File: src/rtl/prog_loader.sv
// rtl/prog_loader.sv - two-wire serial program-memory loader that holds the core in reset while programming.
// Defining PROG_VERIFY_EN adds READ_DATA (0x04) read-back on icspDataOut.
module prog_loader #(
  parameter int ADDR_WIDTH = 9,
  parameter int WORD_WIDTH = 12
) (
  input  logic                  clk,
  input  logic                  rst,
  input  logic                  progEn,
  input  logic                  icspClk,
  input  logic                  icspData,
`ifdef PROG_VERIFY_EN
  input  logic [WORD_WIDTH-1:0] memRdData,
  output logic                  icspDataOut,
`endif
  output logic                  memWrEn,
  output logic [ADDR_WIDTH-1:0] memAddr,
  output logic [WORD_WIDTH-1:0] memWrData,
  output logic                  coreHold,
  output logic                  frameErr
);

  localparam int FRAME_W = WORD_WIDTH + 4;
  localparam logic [5:0] OP_RADDR = 6'h00;
  localparam logic [5:0] OP_LOAD  = 6'h02;
  localparam logic [5:0] OP_INC   = 6'h06;
  localparam logic [5:0] OP_BEGIN = 6'h08;
`ifdef PROG_VERIFY_EN
  localparam logic [5:0] OP_READ  = 6'h04;
`endif

  typedef enum logic [2:0] {
    S_IDLE, S_CMD, S_DATA, S_EXEC
`ifdef PROG_VERIFY_EN
    , S_RDOUT
`endif
  } state_t;

  state_t                state_q, state_d;
  logic                  prog_s1_q, prog_s2_q;
  logic                  clk_s1_q, clk_s2_q, clk_s3_q;
  logic                  dat_s1_q, dat_s2_q;
  logic [FRAME_W-1:0]    sh_q, sh_d;
  logic [4:0]            cnt_q, cnt_d;
  logic [5:0]            op_q, op_d;
  logic [ADDR_WIDTH-1:0] addr_q, addr_d;
  logic [WORD_WIDTH-1:0] wdata_q, wdata_d;
  logic                  ferr_q, ferr_d;
`ifdef PROG_VERIFY_EN
  logic                  dout_q, dout_d;
  logic                  fall;
  assign fall = ~clk_s2_q & clk_s3_q;
`endif

  logic               sample, cmd_done, data_done, frame_ok;
  logic [FRAME_W-1:0] frame;
  logic [5:0]         cmd_word;

  // Bits enter at the top, so after N shifts the first bit sits at FRAME_W-N.
  assign sample    = clk_s2_q & ~clk_s3_q;
  assign frame     = {dat_s2_q, sh_q[FRAME_W-1:1]};
  assign cmd_word  = frame[FRAME_W-1 -: 6];
  assign cmd_done  = (state_q == S_CMD) && sample && (cnt_q == 5'd5);
  assign data_done = (state_q == S_DATA) && sample && (cnt_q == 5'(FRAME_W - 1));
  assign frame_ok  = ~frame[0] && (frame[FRAME_W-1 -: 3] == 3'b000);

  always_ff @(posedge clk) begin
    if (rst) state_q <= S_IDLE;
    else     state_q <= state_d;
  end

  always_comb begin
    state_d = state_q;
    if (!prog_s2_q) begin
      state_d = S_IDLE;
    end else begin
      case (state_q)
        S_IDLE: state_d = S_CMD;
        S_CMD: begin
          if (cmd_done) begin
            case (cmd_word)
              OP_LOAD:                    state_d = S_DATA;
              OP_INC, OP_BEGIN, OP_RADDR: state_d = S_EXEC;
`ifdef PROG_VERIFY_EN
              OP_READ:                    state_d = S_EXEC;
`endif
              default:                    state_d = S_CMD;
            endcase
          end
        end
        S_DATA: if (data_done) state_d = S_CMD;
`ifdef PROG_VERIFY_EN
        S_EXEC:  state_d = (op_q == OP_READ) ? S_RDOUT : S_CMD;
        S_RDOUT: if (fall && cnt_q == 5'(FRAME_W - 1)) state_d = S_CMD;
`else
        S_EXEC:  state_d = S_CMD;
`endif
        default: state_d = S_IDLE;
      endcase
    end
  end

  always_comb begin
    memWrEn  = (state_q == S_EXEC) && (op_q == OP_BEGIN);
    coreHold = prog_s2_q;
  end

  // Shifting is gated by progEn_s so a bit landing on the abort cycle is discarded.
  always_comb begin
    sh_d    = sh_q;
    cnt_d   = cnt_q;
    op_d    = op_q;
    addr_d  = addr_q;
    wdata_d = wdata_q;
    ferr_d  = ferr_q;
`ifdef PROG_VERIFY_EN
    dout_d  = dout_q;
`endif
    if (state_q == S_IDLE) begin
      addr_d = '0;
      cnt_d  = '0;
      sh_d   = '0;
      if (prog_s2_q) ferr_d = 1'b0;
    end else if (prog_s2_q) begin
      case (state_q)
        S_CMD: begin
          if (sample) begin
            sh_d  = frame;
            cnt_d = cnt_q + 5'd1;
            if (cmd_done) begin
              cnt_d = '0;
              op_d  = cmd_word;
            end
          end
        end
        S_DATA: begin
          if (sample) begin
            sh_d  = frame;
            cnt_d = cnt_q + 5'd1;
            if (data_done) begin
              cnt_d = '0;
              if (frame_ok) wdata_d = frame[WORD_WIDTH:1];
              else          ferr_d  = 1'b1;
            end
          end
        end
        S_EXEC: begin
          case (op_q)
            OP_INC:   addr_d = addr_q + 1'b1;
            OP_RADDR: addr_d = '0;
`ifdef PROG_VERIFY_EN
            OP_READ: begin
              sh_d  = {3'b000, memRdData, 1'b0};
              cnt_d = '0;
            end
`endif
            default: ;
          endcase
        end
`ifdef PROG_VERIFY_EN
        S_RDOUT: begin
          if (fall) begin
            dout_d = sh_q[0];
            sh_d   = sh_q >> 1;
            cnt_d  = (cnt_q == 5'(FRAME_W - 1)) ? 5'd0 : cnt_q + 5'd1;
          end
        end
`endif
        default: ;
      endcase
    end
  end

  always_ff @(posedge clk) begin
    if (rst) begin
      prog_s1_q <= 1'b0;
      prog_s2_q <= 1'b0;
      clk_s1_q  <= 1'b0;
      clk_s2_q  <= 1'b0;
      clk_s3_q  <= 1'b0;
      dat_s1_q  <= 1'b0;
      dat_s2_q  <= 1'b0;
      sh_q      <= '0;
      cnt_q     <= '0;
      op_q      <= '0;
      addr_q    <= '0;
      wdata_q   <= '0;
      ferr_q    <= 1'b0;
`ifdef PROG_VERIFY_EN
      dout_q    <= 1'b0;
`endif
    end else begin
      prog_s1_q <= progEn;
      prog_s2_q <= prog_s1_q;
      clk_s1_q  <= icspClk;
      clk_s2_q  <= clk_s1_q;
      clk_s3_q  <= clk_s2_q;
      dat_s1_q  <= icspData;
      dat_s2_q  <= dat_s1_q;
      sh_q      <= sh_d;
      cnt_q     <= cnt_d;
      op_q      <= op_d;
      addr_q    <= addr_d;
      wdata_q   <= wdata_d;
      ferr_q    <= ferr_d;
`ifdef PROG_VERIFY_EN
      dout_q    <= dout_d;
`endif
    end
  end

  assign memAddr   = addr_q;
  assign memWrData = wdata_q;
  assign frameErr  = ferr_q;
`ifdef PROG_VERIFY_EN
  assign icspDataOut = dout_q;
`endif

endmodule

File: config.mk
export PLATFORM = sky130hd
export DESIGN_NAME = prog_loader
export DESIGN_NICKNAME = d
export VERILOG_FILES = /design/src/rtl/prog_loader.sv
export SDC_FILE = /design/constraint.sdc
export NUM_CORES = 1
export LEC_CHECK = 0
export ABC_CLOCK_PERIOD_IN_PS = 5700
export CAP_MARGIN = 20
export CELL_PAD_IN_SITES_DETAIL_PLACEMENT = 0
export CELL_PAD_IN_SITES_GLOBAL_PLACEMENT = 1
export CORE_MARGIN = 1.5
export CORE_UTILIZATION = 45
export DETAILED_ROUTE_END_ITERATION = 16
export GPL_TIMING_DRIVEN = 0
export PLACE_DENSITY_LB_ADDON = 0.1
export SYNTH_ARGS = -nofsm -noshare
export SYNTH_HDL_FRONTEND = slang
export SYNTH_SLANG_ARGS = --single-unit
File: constraint.sdc
create_clock -name clk -period 5.7 [get_ports clk]
set_clock_uncertainty 0.2 [all_clocks]
set_input_delay 1.14 -clock clk [delete_from_list [all_inputs] [get_ports clk]]
set_output_delay 1.14 -clock clk [all_outputs]
set_load 0.02 [all_outputs]
* Yosys cells after proc, flatten, opt, wreduce, memory -nomap -nowiden
Cells that the tools add are included.
Storage, ports and cells: output and inout bits 24, register bits after elaboration 59
Cells by class: mux-type cells 17, bitwise operators 5, equality and inequality tests 15, reduce and logical (&&, ||, !) cells 27, add/sub/neg operators 2
Operator list (number):
- $mux W5 | 4
- $pmux W9 S2 | 1
- $eq A6 B3 Y1 const B | 2
- $eq A6 B4 Y1 const B | 2
- $logic_not A6 Y1 | 2
- $pmux W5 S2 | 1
- $reduce_and A5 Y1 | 2
- $reduce_bool A2 Y1 | 5
- $add A9 B1 Y9 const B | 1
- $pmux W3 S3 | 1
- $ne A2 B2 Y1 const B | 4
- $reduce_or A2 Y1 | 4
- $mux W1 | 7
- $eq A3 B2 Y1 const B | 2
- $eq A6 B2 Y1 const B | 1
- $logic_and A1 B1 Y1 | 6
- $logic_not A3 Y1 | 2
- $mux W3 | 2
- $reduce_and A3 Y1 | 2
- $reduce_and A6 Y1 | 1
- $add A5 B1 Y5 const B | 1
- $eq A5 B3 Y1 const B | 1
- $eq A5 B4 Y1 const B | 1
- $not A1 Y1 | 4
- other kinds (7) | 7

* Longest topological paths before layout
Gate-level depths: netlist of run 1.
word-level depth 9, gate-level depth with buffers 8, gate-level depth less buffers 7

* Least setup slack after synthesis of run 1
OpenSTA, ideal clock, no wires.
path type input port to flip-flop, start point in rst, end point reg cnt_q[1], cell stages on the path 6, path buffers 2, setup slack 3.088 ns, data arrival time 2.326 ns, cells stage by stage clkbuf_1 > or2_2 > clkbuf_1 > a41oi_1 > o21ai_0 > a211oi_1
Between the ends: word-level cells in the longest chain between the ends 1
Ends and longest elaborated chain:
- start: declaration | line 8 | input logic rst,
- $reduce_or A2 Y1 (no line)
- end signal: assignment | line 201 | cnt_q <= cnt_d;
- end: declaration | line 44 | logic [4:0] cnt_q, cnt_d;
No other way between the ends. A chain may end at the register's enable or synchronous reset.

* Worst setup path after layout of run 1
start point reg state_q[0], end point out memWrEn
Between the ends: word-level cells in the longest chain between the ends 2
Ends and longest elaborated chain:
- start: declaration | line 39 | state_t state_q, state_d;
- start signal: assignment | line 69 | else state_q <= state_d;
- $eq A3 B2 Y1 | line 104 | memWrEn = (state_q == S_EXEC) && (op_q == OP_BEGIN);
- $logic_and A1 B1 Y1 | line 104
- end: declaration | line 16 | output logic memWrEn,
No other way between the ends.

==> metrics.md, run 1 <==
| Metric | Value |
|---|---|
| Ant diodes | 0 |
| Critical Path AT | 2.23 ns |
| Setup bufs post-CTS | 0 |
| CTS Hold Bufs | 0 |
| # IOs | 29 |
| First-pass GRT wire length | 8190 um |
| ANT nets after route | 0 |
| YS warnings | 0 |
| Die ar. | between 5000 and 6000 um2 |
| Die width | 76.8 um |
| Xor-xnor portion of the synthesized cell area | 0.0214 |
| DR iter-0 viols | 70 |
| Setup WS post-layout | roughly 2.1 ns |
| Part of the Yosys area used for sequential elements | 0.465 |
| Hold Path Origin | dat_s1_q$_SDFF_PP0_ |
| Number of global-route vias before repair | roughly 1800 |
| CP max FO | 9 |
| Compound-cell area share of the yosys netlist | 0.102 |
| Commonest cells in the netlist | 57 x dfxtp_1, 36 x nand2_1, 31 x nor2_1 |
| R2r endpoint | cnt_q[1]$_SDFFE_PP0P_ |
| Status | finished clean |
| Row cnt | 26 |
| Post-synth top area share | 0.465 |
| Worst Hold Class | flop to flop |
| Async S/R FF share, synth | 0 |
| Synth cell types | 40 |
| CTS sink cnt | 57 |
| Final worst path period need | 3.57 ns |
| Synthesized area | 2450 um2 |
| Slew Limit Fails | 0 |
| Pin count of the biggest net entering global routing | 11 |
| Critical Setup Path Class | flop to primary output |
| Share of cells above drive strength 1 | 0.0897 |
| Dpl ws | 2.46 ns |
| First-pass DRT Iterations | 4 |
| Vias per inst | 5.16 |
| Adder-cell share of the synthesized area | 0.0459 |
| Initial antenna violation count | 0 |
| Multi-input logic area | around 1200 um2 |
| Final wirelength | 4800 um |
| Max Cap Viol | 0 |
| Reg2reg path depth | 7 |
| Final Cycle Share | 0.626 |
| Maximum vdd ir drop | 158 uV |
| Fin util | 0.585 |
| Gate count of the mapped netlist | 270 |
| Detailed-route via count | between 1500 and 2000 |
| RSZ-0062 raised after global routing | no |
| H-tree depth | 3 |
| Buffers added on ports | 27 |
| Remaining Overflow, GRT | 0 |
| Sequential cell area | 1140 um2 |
| CTS tree | yes |
| Total CTS buffers | 9 |
| Pleak | 1.01 nW |
| Post-synth EDFFs | 0 |
| Maximum achievable frequency | 280 MHz |
| CP Launch Type | flop |
| Clk Tree Root Cell | clkbuf_8 |
| WL per Instance | 12.6 um |
| Slew HR | 0.503 |
| Post-Route Setup TNS | 0 ns |
| RD Place Congestion | approximately 0.8 |
| Flop and latch count out of synthesis | 57 |
| Synth top area cells | dfxtp_1 47%, mux2i_1 8.2%, nand2_1 5.5% |
| Synthesized Nets | 284 |
| Ys flop type | dfxtp_1 |
| Most frequent cell after synthesis | dfxtp_1 |
| Setup-failing EPs final | 0 |
| Fin. Hold Viols | 0 |
| Nets | ~320 |
| Initial core utilization | 0.474 |
| Critical Path Sink Type | primary output |
| Worst slew pin tran | 0.736 ns |
| Fill cells | 493 |
| Flop2flop setup slack | approximately 3.3 ns |
| Hpwl dp | 3400 um |
| Hold path depth | 1 |
| Reg-to-Reg Start | state_q[0]$_SDFFE_PP0P_ |
| Cell accounting for the most synthesized area | dfxtp_1 |
| Mux share of post-synthesis cell area | 0.0816 |
| Core area | 5170 um2 |
| Residual DRC count | 0 |
| Layout overhead on the synthesized area | 23.3% |
| Die Span Y | 76.8 um |
| Worst skew pair latency | 0.33 ns |
| CTS resizes | 0 |
| All-Layer GR Usage | 0.176 |
| Power per cell area | about 270 nW/um2 |
| Worst Path Required | 4.36 ns |
| Simple-Gate Fraction of Synth Area | 0.248 |
| Syn_area_per_cell | between 9 and 10 um2 |
| Clk buf depth | 2 |
| Largest family of logic cells by synthesized area | simple AND/OR/NAND/NOR gates |
| WHS | 0.233 ns |
| CTS clk-pin slew, worst paths | approximately 0.060 ns |
| Hold Path Sink | dat_s2_q$_SDFF_PP0_ |
per-stage QoR:
| stage | cells | area [um2] | total power, mW |
|---|---|---|---|
| finish | 382 | 3030 | 0.814 |
| global route | 382 | 3030 | 0.846 |
| CTS | 382 | 3030 | 0.826 |
| detailed placement | 367 | 2810 | 0.427 |
| global placement | 367 | 2810 | 0.427 |
| floorplan | 270 | 2450 | 0.421 |
area by class of cell:
class	instances	share of cell area
multi-input cells	193	0.405
flip-flops and latches	57	0.377
repair buffers	27	0.0893
clock buffers	13	0.0591
well taps	70	0.0289
plain buffers	13	0.0199
clock inverters	2	0.0116
inverters	7	0.00868
placed cells by master (no fill, tap or decap), drive strengths merged, types with 2 or more instances in the layout:
cell type	n
mux2i	20
a21boi	2
and3	5
buf	4
o31ai	3
nor3	3
or4	5
nand3	7
dfxtp	57
nor2b	12
inv	7
nand2	36
xor2	2
xnor2	4
ha	9
a21oi	23
clkdlybuf4s50	27
nand4	4
or3	3
clkbuf	22
o21ai	7
a211oi	3
nor2	31
layer usage:
layer,vias to the layer above,share of wire,track usage
met4,0,0.022,0.0944
li1,1011,-,-
met3,11,0.029,0.0429
met1,921,0.48,0.213
met5,-,0,0
met2,28,0.47,0.286
worst max path at each step:
stage	endpoint	depth (start not counted)	from
after floorplan	cnt_q[1]$_SDFFE_PP0P_	6	rst
after global placement	memWrEn	4	state_q[0]$_SDFFE_PP0P_
after detailed placement	memWrEn	4	state_q[0]$_SDFFE_PP0P_
after CTS	memWrEn	4	state_q[0]$_SDFFE_PP0P_
after global routing	memWrEn	4	state_q[0]$_SDFFE_PP0P_
final	memWrEn	4	state_q[0]$_SDFFE_PP0P_
flip-flops by register name (all words and copies together), names as in the netlist:
signal / flops
sh_q: 15
memWrData: 12
memAddr: 9
op_q: 6
cnt_q: 5
state_q: 2
clk_s1_q: 1
clk_s2_q: 1
clk_s3_q: 1
coreHold: 1
dat_s1_q: 1
dat_s2_q: 1
frameErr: 1
prog_s1_q: 1
where the power goes:
part / switching, mW / total [mW] / leakage, nW / internal (mW)
registers: 0.00113 / 0.402 / 0.460 / 0.401
logic: 0.00984 / 0.0160 / 0.434 / 0.00619
clock network: 0.149 / 0.396 / 0.112 / 0.246
worst max-delay path, cell delays in order (launching register included):
cell and delay (ns):
dfxtp_1 0.41, ha_1 0.19, nor4b_4 0.45, and3_2 0.26
clkdlybuf4s50_1 0.60
cell families (layout without fill, tap and decap cells):
kind of cell             Yosys count  after routing
multiplexers                      20             20
adder cells (fa/ha/maj)            9              9
AND/OR/NAND/NOR                  115            115
flip-flops                        57             57
XOR/XNOR                           6              6
buffers and inverters             20             62
AO/OA/AOI/OAI                     43             43
No activity file was read; power rests on OpenSTA's default activity.
==> run 2, diff against run 1 <==
Settings changed: ABC_CLOCK_PERIOD_IN_PS 5700 to 3450, CORE_UTILIZATION 45 to 42.
Clock period 5.7 ns to 3.45 ns, I/O delays scaled along.
==> run 2 against run 1 <==
Compared with the run above:
- setup slack worse by 1.8 ns
- clock-buffer cell count fell by 3
- flip-flop and latch count stayed put
- combinational power increased by 67%
- clock power up 30%
- power rose by 48%
- first-iteration DRC count up 8.6%
- utilization shrank 5.1 points
- critical path type unchanged
==> metrics.md, run 2 (synthesis results as in run 1) <==
| Metric | Value |
|---|---|
| Crit-path leading delay family | simple AND/OR/NAND/NOR gates |
| Buf+Inv Stages, Crit Path | 1 (unchanged) |
| DR iter-0 viols | 76 (+8.6%) |
| Hold Path Sink | coreHold$_SDFF_PP0_ |
| Row cnt | 27 (+3.8%) |
| Detailed-route via count | 1933 (-1.9%) |
| Maximum vdd ir drop | 315 uV (+100%) |
| Most frequent cells in the layout | 57 x dfxtp_1, 36 x nand2_1, 31 x nor2_1 |
| Design Power | 1.21 mW (+48%) |
| Number of flip-flops in the largest register | 15 (unchanged) |
| Initial core utilization | 0.440 (-0.0342) |
| Initial antenna violation count | 0 (unchanged) |
| Status | finished clean |
| CTS sink cnt | 57 (unchanged) |
| First-pass DRT Iterations | 4 (unchanged) |
| Reg-to-Reg Start | state_q[0]$_SDFFE_PP0P_ |
| Fin util | 0.534 (-0.0509) |
| Worst Path Required | 2.56 ns (-1.80 ns) |
| Critical Setup Path Class | flop to primary output |
| Die ar. | 6310 um2 (+6.9%) |
| RD Place Congestion | 0.813 (+4.4%) |
| Maximum achievable frequency | 319 MHz |
| Power per cell area | 405 nW/um2 (+51%) |
| Internal power | 0.927 mW (+42%) |
| Setup bufs post-CTS | 0 (unchanged) |
| Clk Tree Root Cell | clkbuf_8 |
| CTS resizes | 0 (unchanged) |
| WL per Instance | 12.7 um (+1.0%) |
| CTS clk-pin slew, worst paths | 0.06 ns (about the same) |
| Clock power share | 0.428 (-0.058) |
| Hold path depth | 1 (unchanged) |
| Worst slew pin tran | 0.670 ns (-0.0662 ns) |
| H-tree depth | 3 (unchanged) |
| Final wirelength | 4880 um (+1.8%) |
| Pin count of the biggest net entering global routing | 11 (unchanged) |
| All-Layer GR Usage | 0.171 (-0.00460) |
| Remaining Overflow, GRT | 0 (unchanged) |
| Worst setup path start | state_q[0]$_SDFFE_PP0P_ |
| Clk buf depth | 2 (unchanged) |
| R2r endpoint | cnt_q[1]$_SDFFE_PP0P_ |
| Worst skew pair latency | 0.34 ns (about the same) |
| Max Cap Viol | 0 (unchanged) |
| Core area | 5570 um2 (+7.8%) |
| Switching power | 0.280 mW (+74%) |
| Fin. Hold Viols | 0 (unchanged) |
| Commonest non-fill, non-tap cell in the layout | dfxtp_1 |
| Slew Limit Fails | 0 (unchanged) |
| Die Span Y | 79.4 um (+3.4%) |
| Final Cycle Share | 0.910 |
| Flop2flop setup slack | 1.05 ns (-2.27 ns) |
| First-pass GRT wire length | 8250 um (+0.76%) |
| Critical path's largest stage delay | 0.60 ns (about the same) |
| Hold Path Origin | prog_s1_q$_SDFF_PP0_ |
| Critical Path Sink Type | primary output |
| CP Launch Type | flop |
| Die width | 79.4 um (+3.4%) |
| Share of cells above drive strength 1 | 0.0895 (-0.000287) |
| Critical Path AT | 2.25 ns (+0.02 ns) |
| Comb pwr share | 0.022 (+0.002) |
| Post-Route Setup TNS | 0 ns (unchanged) |
| Setup-failing EPs final | 0 (unchanged) |
| Residual DRC count | 0 (unchanged) |
| Number of global-route vias before repair | 1786 (-1.9%) |
| Seq pwr share | 0.550 (+0.056) |
| Buffers added on ports | 27 (unchanged) |
| ANT nets after route | 0 (unchanged) |
| Worst Hold Class | flop to flop |
| CTS tree | yes |
| Largest Register | sh_q |
| Reg2reg path depth | 7 (unchanged) |
| Vias per inst | 5.02 (-2.7%) |
| Hpwl dp | 3420 um (+0.61%) |
| Nets | 322 (unchanged) |
| CP cell instances | ha_1 > nor4b_4 > and3_2 > clkdlybuf4s50_1 |
| # IOs | 29 (unchanged) |
| Slew HR | 0.548 (+0.0447) |
| Layout overhead on the synthesized area | 21.3% |
| Ant diodes | 0 (unchanged) |
| CP max-delay cell | clkdlybuf4s50_1 |
| Pleak | 0.976 nW (-3.0%) |
| RSZ-0062 raised after global routing | no |
| Total CTS buffers | 9 (unchanged) |
| CTS Hold Bufs | 0 (unchanged) |
| CP max FO | 9 (unchanged) |
| Final worst path period need | 3.14 ns |
| Switch share | 0.232 (+0.0347) |
[run 2: cell count changes in the layout (fill, tap and decap cells not counted), sizes merged]
cell      before  now
clkbuf        22   19
clkinv         1    4
clkinvlp       0    2
bufinv         1    0
[run 2: metal layers]
layer  up-vias  track usage  part of all wire
met5         -            0                 0
met1       896        0.201              0.47
li1       1006            -                 -
met4         0       0.0632            0.0066
met2        27        0.280              0.49
met3         4       0.0697             0.037
[run 2: worst register-to-register path: stages, from the launching register on]
cell and delay, ns:
dfxtp_1 0.41, inv_1 0.09, ha_1 0.27, or2_2 0.31, clkbuf_1 0.26, a41oi_1 0.24, o21ai_0 0.26, a211oi_1 0.28
[run 2: power by group through the flow]
stage | Combinational [mW] | Clock [mW] | Sequential, mW
2_1_floorplan | 0.0165 | 0 | 0.679
3_3_place_gp | 0.0273 | 0 | 0.678
3_5_place_dp | 0.0273 | 0 | 0.678
4_1_cts | 0.0273 | 0.536 | 0.664
5_1_grt | 0.0297 | 0.563 | 0.664
6_report | 0.0267 | 0.516 | 0.664
[run 2: area by class of cell]
cell class                 count  area (um2)
timing repair buffer          27         270
inverter                       7        26.3
clock inverter                 6        35.0
clock buffer                  10         128
tap                           72        90.1
fill                         575        2600
sequential                    57        1140
buffer                        13        60.1
multi-input combinational    193        1230
[run 2: metrics by stage]
stage | instances | area [um2] | hold slack, ns | worst slack, ns
after floorplan | 270 | 2450 | 0.214 | 1.29
after global placement | 369 | 2810 | 0.216 | 0.675
after detailed placement | 369 | 2810 | 0.230 | 0.674
after CTS | 385 | 2980 | 0.228 | 0.285
after global routing | 385 | 2980 | 0.255 | 0.154
final | 385 | 2980 | 0.227 | 0.310
[run 2: worst max path at each step]
stage / to / depth (start not counted)
2_1_floorplan: cnt_q[1]$_SDFFE_PP0P_ / 6
3_3_place_gp: memWrEn / 4
3_5_place_dp: memWrEn / 4
4_1_cts: memWrEn / 4
5_1_grt: memWrEn / 4
6_report: memWrEn / 4
==> run 3, diff against run 2 <==
Settings changed: ABC_CLOCK_PERIOD_IN_PS 3450 to 3250.
Clock period 3.45 ns to 3.25 ns, I/O delays scaled along.
==> run 3 against run 2 <==
Compared with the run above:
- via count rose by 0.67%
- non-clock buffer count up 2
- flip-flop and latch count did not move
- sequential power up 6.2%
- critical endpoint unchanged
==> metrics.md, run 3 (synthesis results as in run 1) <==
| Metric | Value |
|---|---|
| Die ar. | 6310 um2 (unchanged) |
| Die width | 79.4 um (unchanged) |
| Ant diodes | 0 (unchanged) |
| Pin count of the biggest net entering global routing | 11 (unchanged) |
| Maximum vdd ir drop | 335 uV (+6.2%) |
| Largest Register | sh_q |
| Detailed-route via count | 1946 (+0.67%) |
| Final Cycle Share | 0.880 |
| Hpwl dp | 3420 um (unchanged) |
| Critical Path Sink Type | primary output |
| Vias per inst | 5.03 (+0.15%) |
| CTS Hold Bufs | 0 (unchanged) |
| Reg-to-Reg Start | state_q[0]$_SDFFE_PP0P_ |
| Commonest non-fill, non-tap cell in the layout | dfxtp_1 |
| WHS | 0.227 ns (+0.000224 ns) |
| Power per cell area | 429 nW/um2 (+5.8%) |
| Non-Filler Instances | 387 (+0.52%) |
| Nets | 324 (+0.62%) |
| Worst Hold Class | flop to flop |
| RD Place Congestion | 0.813 (unchanged) |
| CP max FO | 5 (-4) |
| CTS resizes | 0 (unchanged) |
| Flop2flop setup slack | 0.85 ns (-0.20 ns) |
| Remaining Overflow, GRT | 0 (unchanged) |
| Slew HR | 0.548 (unchanged) |
| Maximum achievable frequency | 350 MHz |
| Status | finished clean |
| Final wirelength | 4900 um (+0.25%) |
| Clk Tree Root Cell | clkbuf_8 |
| # IOs | 29 (unchanged) |
| Worst Path Required | 2.40 ns (-0.16 ns) |
| First-pass GRT wire length | 8250 um (unchanged) |
| Initial antenna violation count | 0 (unchanged) |
| Critical Path AT | 2.01 ns (-0.24 ns) |
| Die Span Y | 79.4 um (unchanged) |
| Most frequent cells in the layout | 57 x dfxtp_1, 36 x nand2_1, 31 x nor2_1 |
| All-Layer GR Usage | 0.171 (unchanged) |
| Initial core utilization | 0.440 (unchanged) |
| Core area | 5570 um2 (unchanged) |
| Hold Path Origin | prog_s1_q$_SDFF_PP0_ |
| Row cnt | 27 (unchanged) |
| WL per Instance | 12.6 um (-0.27%) |
| Number of global-route vias before repair | 1786 (unchanged) |
| First-pass DRT Iterations | 4 (unchanged) |
| Total CTS buffers | 9 (unchanged) |
| Post-Route Setup TNS | 0 ns (unchanged) |
| Setup bufs post-CTS | 0 (unchanged) |
| Max Cap Viol | 0 (unchanged) |
| Number of flip-flops in the largest register | 15 (unchanged) |
| Design Power | 1.28 mW (+6.3%) |
| Worst skew pair latency | 0.34 ns (about the same) |
| R2r endpoint | cnt_q[1]$_SDFFE_PP0P_ |
| Multi-input logic area | 1230 um2 (unchanged) |
| CP Launch Type | flop |
| Fill cells | 571 (-0.70%) |
| H-tree depth | 3 (unchanged) |
| ANT nets after route | 0 (unchanged) |
| CTS clk-pin slew, worst paths | 0.06 ns (about the same) |
| CTS sink cnt | 57 (unchanged) |
| Buffers added on ports | 27 (unchanged) |
| Final worst path period need | 2.86 ns |
| Fin. Hold Viols | 0 (unchanged) |
| RSZ-0062 raised after global routing | no |
| Worst slew pin tran | 0.670 ns (+0.000000179 ns) |
| Residual DRC count | 0 (unchanged) |
| DR iter-0 viols | 72 (-5.3%) |
| Reg2reg path depth | 7 (unchanged) |
| Dpl cells | 369 (unchanged) |
| Clk buf depth | 2 (unchanged) |
| Worst setup path start | state_q[0]$_SDFFE_PP0P_ |
| Setup-failing EPs final | 0 (unchanged) |
| Layout overhead on the synthesized area | 21.9% |
| CTS tree | yes |
| End of the critical path | memWrEn |
| Critical Setup Path Class | flop to primary output |
| Share of cells above drive strength 1 | 0.0952 (+0.00578) |
| Pleak | 0.987 nW (+1.1%) |
| Sequential cell area | 1140 um2 (unchanged) |
| Slew Limit Fails | 0 (unchanged) |
[run 3: cell types whose count changed in the layout (fill, tap and decap cells not counted)]
cell / before / now
buf_4: 0 / 2
[run 3: worst max-delay path, cell delays in order, from the launching register on]
cell             delay (ns)
dfxtp_1                0.41
ha_1                   0.18
nor4b_4                0.25
and3_2                 0.22
clkdlybuf4s50_1        0.60
[run 3: through the flow]
step	instance area, um2	util	setup slack, ns
after CTS	2980	0.534	0.125
after global routing	2990	0.537	0.269
after floorplan	2450	-	1.13
after detailed placement	2810	0.505	0.514
final	2990	0.537	0.389
after global placement	2810	0.505	0.515
[run 3: cell type report]
class | count | share of cell area
multi-input combinational | 193 | 0.410
sequential | 57 | 0.381
timing repair buffer | 29 | 0.0954
clock buffer | 10 | 0.0427
tap | 72 | 0.0301
buffer | 13 | 0.0201
clock inverter | 6 | 0.0117
inverter | 7 | 0.00878
[run 3: worst min-delay path by stage]
stage	end	cells past startpoint
after CTS	coreHold$_SDFF_PP0_	1
after floorplan	clk_s2_q$_SDFF_PP0_	1
after global routing	dat_s2_q$_SDFF_PP0_	1
after detailed placement	dat_s2_q$_SDFF_PP0_	1
final	coreHold$_SDFF_PP0_	1
after global placement	coreHold$_SDFF_PP0_	1
[run 3: routing by layer]
layer,GRT usage,part of all wire,vias to the layer above
met2,0.280,0.49,27
met3,0.0697,0.036,4
met4,0.0632,0.0065,0
li1,-,-,1009
met1,0.201,0.47,906
met5,0,0,-
[run 3: where the power goes]
part | internal, mW | switching [mW]
sequential | 0.703 | 0.00200
combinational | 0.0109 | 0.0175
clock | 0.270 | 0.279
